`config.mk`:
```
export PLATFORM = sky130hd
export DESIGN_NAME = adder_pipe
export DESIGN_NICKNAME = d
export VERILOG_FILES = /design/src/rtl/adder_pipe_pkg.sv /design/src/rtl/adder_pipe_core.sv /design/src/rtl/adder_pipe.sv
export SDC_FILE = /design/constraint.sdc
export NUM_CORES = 1
export LEC_CHECK = 0
export ABC_AREA = 1
export BUFFER_PORTS_ARGS = -buffer_cell sky130_fd_sc_hd__buf_2
export CORE_MARGIN = 3
export CORE_UTILIZATION = 25
export CTS_CLUSTER_DIAMETER = 100
export CTS_CLUSTER_SIZE = 20
export DETAILED_ROUTE_END_ITERATION = 16
export PLACE_DENSITY = 0.54
export SYNTH_ARGS = -nofsm -noshare
export SYNTH_HDL_FRONTEND = slang
export SYNTH_SLANG_ARGS = --single-unit
```
`constraint.sdc`:
```
create_clock -name Clk -period 2.5 [get_ports Clk]
set_clock_uncertainty 0.05 [all_clocks]
set_input_delay 0.125 -clock Clk [delete_from_list [all_inputs] [get_ports Clk]]
set_output_delay 0.125 -clock Clk [all_outputs]
set_load 0.005 [all_outputs]
```
`src/rtl/adder_pipe_pkg.sv`:
```
// Shared definitions for the pipelined add/sub/accumulate unit: op codes and
// the flag bundle carried alongside each result.
package adder_pipe_pkg;

  typedef enum logic [1:0] {
    OP_ADD = 2'b00,
    OP_SUB = 2'b01,
    OP_ACC = 2'b10,
    OP_CLR = 2'b11
  } op_t;

  typedef struct packed {
    logic overflow;
    logic carry;
  } flags_t;

  localparam flags_t FLAGS_CLEAR = '{overflow: 1'b0, carry: 1'b0};

  // True when the op updates the running-sum register.
  function automatic logic writes_acc(input op_t op);
    return (op == OP_ACC) || (op == OP_CLR);
  endfunction

endpackage

```
`src/rtl/adder_pipe_core.sv`:
```
// Combinational WIDTH-bit add/sub/accumulate datapath with carry/borrow and
// signed overflow. Saturation on overflow is built only with ADDER_PIPE_SAT_EN.
module adder_pipe_core
  import adder_pipe_pkg::*;
#(
  parameter int               WIDTH    = 4,
  parameter logic [WIDTH-1:0] ACC_INIT = '0
) (
  input  op_t              op,
  input  logic [WIDTH-1:0] a,
  input  logic [WIDTH-1:0] b,
  input  logic [WIDTH-1:0] acc,
  output logic [WIDTH-1:0] result,
  output flags_t           flags
);

  localparam int MSB = WIDTH - 1;

  logic             sub;
  logic [WIDTH-1:0] lhs;
  logic [WIDTH-1:0] rhs;
  logic [WIDTH-1:0] rhs_eff;
  logic [WIDTH:0]   ext;
  logic             ovf;

  // ACC adds operand A onto the running sum; ADD/SUB use A and B directly.
  assign sub     = (op == OP_SUB);
  assign lhs     = (op == OP_ACC) ? acc : a;
  assign rhs     = (op == OP_ACC) ? a : b;
  assign rhs_eff = sub ? ~rhs : rhs;
  assign ext     = {1'b0, lhs} + {1'b0, rhs_eff} + {{WIDTH{1'b0}}, sub};

  always_comb begin
    if (sub) begin
      ovf = (lhs[MSB] != rhs[MSB]) && (ext[MSB] != lhs[MSB]);
    end else begin
      ovf = (lhs[MSB] == rhs[MSB]) && (ext[MSB] != lhs[MSB]);
    end
  end

  always_comb begin
    // NOTE: every output gets a value before any branch, so no path can infer a latch.
    result         = ext[WIDTH-1:0];
    flags.carry    = sub ? ~ext[WIDTH] : ext[WIDTH];
    flags.overflow = ovf;
`ifdef ADDER_PIPE_SAT_EN
    // On overflow the true result has the sign of lhs.
    if (ovf) begin
      result = lhs[MSB] ? {1'b1, {(WIDTH-1){1'b0}}} : {1'b0, {(WIDTH-1){1'b1}}};
    end
`endif
    if (op == OP_CLR) begin
      result = ACC_INIT;
      flags  = FLAGS_CLEAR;
    end
  end

endmodule

```
`src/rtl/adder_pipe.sv`:
```
// Two-stage valid-tagged add/sub/accumulate pipeline with global stall enable.
// Optional macro ADDER_PIPE_SAT_EN enables signed saturation on overflow.
module adder_pipe
  import adder_pipe_pkg::*;
#(
  parameter int               WIDTH    = 4,
  parameter logic [WIDTH-1:0] ACC_INIT = '0
) (
  input  logic             Clk,
  input  logic             Reset,
  input  logic             En,
  input  logic             In_valid,
  input  logic [1:0]       Op,
  input  logic [WIDTH-1:0] A,
  input  logic [WIDTH-1:0] B,
  output logic [WIDTH-1:0] Sum,
  output logic             Overflow,
  output logic             Carry,
  output logic             Out_valid
);

  logic             s1_valid;
  op_t              s1_op;
  logic [WIDTH-1:0] s1_a;
  logic [WIDTH-1:0] s1_b;
  logic [WIDTH-1:0] acc;
  logic [WIDTH-1:0] core_result;
  flags_t           core_flags;

  adder_pipe_core #(
    .WIDTH   (WIDTH),
    .ACC_INIT(ACC_INIT)
  ) u_core (
    .op    (s1_op),
    .a     (s1_a),
    .b     (s1_b),
    .acc   (acc),
    .result(core_result),
    .flags (core_flags)
  );

  // Stage 1: operand capture. Operands of a bubble are don't-care but harmless.
  always_ff @(posedge Clk) begin
    // NOTE: sequential state uses <= so every register samples pre-edge values.
    if (Reset) begin
      s1_valid <= 1'b0;
      s1_op    <= OP_ADD;
      s1_a     <= '0;
      s1_b     <= '0;
    end else if (En) begin
      s1_valid <= In_valid;
      s1_op    <= op_t'(Op);
      s1_a     <= A;
      s1_b     <= B;
    end
  end

  // Stage 2: result/flag registers hold through bubbles; only valid beats update them.
  always_ff @(posedge Clk) begin
    if (Reset) begin
      Sum       <= '0;
      Overflow  <= 1'b0;
      Carry     <= 1'b0;
      Out_valid <= 1'b0;
    end else if (En) begin
      Out_valid <= s1_valid;
      if (s1_valid) begin
        Sum      <= core_result;
        Overflow <= core_flags.overflow;
        Carry    <= core_flags.carry;
      end
    end
  end

  // Acc is read and written only in stage 2, so consecutive ACC beats chain directly.
  always_ff @(posedge Clk) begin
    if (Reset) begin
      acc <= ACC_INIT;
    end else if (En && s1_valid && writes_acc(s1_op)) begin
      acc <= core_result;
    end
  end

endmodule
```
==> reports/qor.json <==
{
  "clock_insertion_delay_worst_skew": {"value": 260, "unit": "ps"},
  "worst-path-buf-inv": {"value": 1},
  "post-dp-hpwl": {"value": 1.97, "unit": "mm"},
  "wire_length_of_the_first_global_routing_pass": {"value": 4.25, "unit": "mm"},
  "wire_per_inst": {"value": 10.8, "unit": "um"},
  "worst_setup_path_end_kind": {"value": "flip-flop"},
  "drc_errors_left": {"value": 0},
  "fin_nets": {"value": 198},
  "synth-seq-area-share": {"value": 0.385},
  "final_layout_size_suffix_gt1_frac": {"value": 0.219},
  "fin_tns_setup": {"value": 0, "unit": "ps"},
  "routed-via-count": {"value": 1021},
  "numClockSinks": {"value": 22},
  "worstPathRequired": {"value": 2600, "unit": "ps"},
  "holdCritPathClass": {"value": "input pin to flip-flop"},
  "crit_start": {"value": "s1_op[1]"},
  "synth_cell_types": {"value": 21},
  "cell_internal_pwr": {"value": 0.546, "unit": "mW"},
  "drtPass1Iterations": {"value": 4},
  "drv.max_cap_violation_count": {"value": 0},
  "syn_area_per_cell": {"value": 7.24, "unit": "sq um"},
  "cts_inserted_buffers": {"value": 3},
  "asyncSetResetFlopFracSynth": {"value": 0},
  "timing_max_transition_violations_final": {"value": 0},
  "die_span_in_x": {"value": 73.6, "unit": "um"},
  "cpMaxStageDelayCell": {"value": "sky130_fd_sc_hd__fa_1"},
  "clock_tree_from_tritoncts": {"value": "yes"},
  "power": {"value": 0.772, "unit": "mW"},
  "most_common_cell_after_layout_fill_and_taps_aside": {"value": "sky130_fd_sc_hd__inv_1"},
  "crit_path_max_incr_delay": {"value": 420, "unit": "ps"},
  "synth_flop_cell": {"value": "sky130_fd_sc_hd__dfxtp_1"},
  "p_sw": {"value": 0.225, "unit": "mW"},
  "hold_buf_cts": {"value": 0},
  "worst-setup-path-type": {"value": "flip-flop to flip-flop"},
  "switching_share": {"value": 0.292},
  "timing.critical_path.fanout_max": {"value": 14},
  "sequentialPowerShare": {"value": 0.494},
  "relSlewSlack": {"value": 0.670},
  "cts_resized": {"value": 0},
  "rows": {"value": 23},
  "synth.net_count": {"value": 176},
  "max-clock-path-buffers": {"value": 2},
  "grt_max_degree": {"value": 19},
  "route.detailed.vias_per_inst": {"value": 4.48},
  "antenna_found_initial": {"value": 0},
  "dp_cells": {"value": 225},
  "postRouteWirelength": {"value": 2.47, "unit": "mm"},
  "synth_area": {"value": 0.00114, "unit": "sq mm"},
  "boundaryPins": {"value": 21},
  "worstPathArrival": {"value": 2240, "unit": "ps"},
  "path_cells": {"value": "nand2_2, o21ai_0, nand2_1, o21a_1, fa_1, inv_1, nand2_1, nand2_1, a21oi_1, o211ai_1, a21oi_1"},
  "timing_hold_violations_final": {"value": 0},
  "place.port_buffers": {"value": 20},
  "ir_worst_vdd": {"value": 0.198, "unit": "mV"},
  "floorplan.die_area": {"value": 0.00542, "unit": "sq mm"},
  "synth_warnings": {"value": 0},
  "worst_pin_slew": {"value": 495, "unit": "ps"},
  "initial_core_util": {"value": 0.272},
  "placeableCoreArea": {"value": 0.00420, "unit": "sq mm"},
  "finalWeightedCongestion": {"value": 0.774},
  "area_growth": {"value": 16.2, "unit": "%"},
  "synth_seq_cells": {"value": 22},
  "cts.htree.levels": {"value": 1},
  "drt.antenna.violating_nets": {"value": 0},
  "finalCritPeriodShare": {"value": 0.857},
  "holdCritStartpoint": {"value": "In_valid"},
  "post_cts.repair.setup_buffers": {"value": 0},
  "finalSetupViolCount": {"value": 0},
  "library_cell_appearing_most_often_on_the_critical_path": {"value": "sky130_fd_sc_hd__nand2_1"},
  "clkTransAtPathRegs": {"value": 70, "unit": "ps"},
  "finalNonFillerCells": {"value": 228},
  "cellLeakagePower": {"value": 0.634, "unit": "nW"},
  "comb_power_share": {"value": 0.228},
  "ys_top_cells_by_area": {"value": "sky130_fd_sc_hd__dfxtp_1 (39%), sky130_fd_sc_hd__o21ai_0 (9.6%), sky130_fd_sc_hd__a21oi_1 (8.3%)"},
  "synth_enable_flop_cells": {"value": 0},
  "power_per_cell_area": {"value": 581, "unit": "mW/mm^2"},
  "clock_tree.root_cell": {"value": "sky130_fd_sc_hd__clkbuf_8"},
  "post-synth-top-area-cell": {"value": "sky130_fd_sc_hd__dfxtp_1"},
  "critPathLaunchType": {"value": "flip-flop"},
  "layout.cells.most_common_list": {"value": "sky130_fd_sc_hd__inv_1 (23), sky130_fd_sc_hd__dfxtp_1 (22), sky130_fd_sc_hd__o21ai_0 (22)"},
  "status": {"value": "finished clean"},
  "floorplan.die.height": {"value": 73.6, "unit": "um"},
  "fin_crit": {"value": 2140, "unit": "ps"},
  "max_freq": {"value": 0.467, "unit": "GHz"},
  "clock_power_share": {"value": 0.277},
  "reg2reg_from": {"value": "s1_op[1]"},
  "layout.filler_cells": {"value": 480},
  "yosys.area.top_type_share": {"value": 0.385},
  "unrepaired_setup_endpoints_after_global_routing": {"value": "no"},
  "initialDrtViolationCount": {"value": 26},
  "vias_in_the_first_global_route": {"value": 1005},
  "post_synth_inst_count": {"value": 158},
  "grt_use_total": {"value": 0.102},
  "globalRouteOverflowTotal": {"value": 0},
  "worst_path_dominant_cell_family": {"value": "compound AO/OA/AOI/OAI gates"},
  "number_of_antenna_diodes": {"value": 0}
}
tightest hold or removal path: cells and delay by family:
kind / cells / cell delay [ps]
buf+inv: 1 / 80
simple gates: 2 / 120
stage by stage:
stage               hold slack [ps]  area, sq um   util  setup slack (ps)
global route                   36.3         1330  0.316               142
global placement                307         1290  0.306               366
detailed placement              308         1290  0.306               329
floorplan                       137         1140      -               530
CTS                            34.7         1330  0.316               321
finish                         41.9         1330  0.316               357
path summary, 6_finish.rpt:
path	slack, ps	cells after the start	end
min reg2reg	410	2	Out_valid
max	360	11	Carry
min	40	3	s1_valid
max reg2reg	360	11	Carry
state kept, by name, summed over array words and instances, names as in the netlist:
| name | cells |
|---|---|
| Sum | 4 |
| acc | 4 |
| s1_a | 4 |
| s1_b | 4 |
| s1_op | 2 |
| Carry | 1 |
| Out_valid | 1 |
| Overflow | 1 |
| s1_valid | 1 |
metal layers:
metal,global-route usage,up-vias,wire length [um]
li1,-,563,-
met1,0.120,440,1150
met2,0.172,13,1200
met3,0.0164,5,63
met4,0.0604,0,59
met5,0,-,0
power by group through the flow:
stage	Combinational [mW]	Sequential, mW	Clock, mW
2_1_floorplan	0.136	0.388	0
3_3_place_gp	0.178	0.390	0
3_5_place_dp	0.178	0.390	0
4_1_cts	0.179	0.382	0.223
5_1_grt	0.206	0.384	0.239
6_report	0.176	0.382	0.214
area by class of cell:
| type | count | area [sq um] | area share |
|---|---|---|---|
| flip-flops and latches | 22 | 440 | 0.331 |
| inverters | 25 | 93.8 | 0.0706 |
| clock buffers | 3 | 41.3 | 0.0311 |
| multi-input cells | 108 | 591 | 0.444 |
| well taps | 50 | 62.6 | 0.0471 |
| repair buffers | 20 | 100 | 0.0753 |
cell families after synthesis:
group | count (synthesis) | share of synthesized area
AND/OR/NAND/NOR | 56 | 0.235
AO/OA/AOI/OAI | 48 | 0.231
buffers and inverters | 28 | 0.0985
flip-flops | 22 | 0.385
adder cells (fa/ha/maj) | 4 | 0.0503
cells in the mapped netlist (all sizes together), types with 2 or more instances:
cell type	count
a21oi	20
clkbuf	2
dfxtp	22
ha	3
inv	25
nand2	28
nand3	15
nor2	12
o21a	2
o21ai	22
Power figures use the tool's default switching activity.
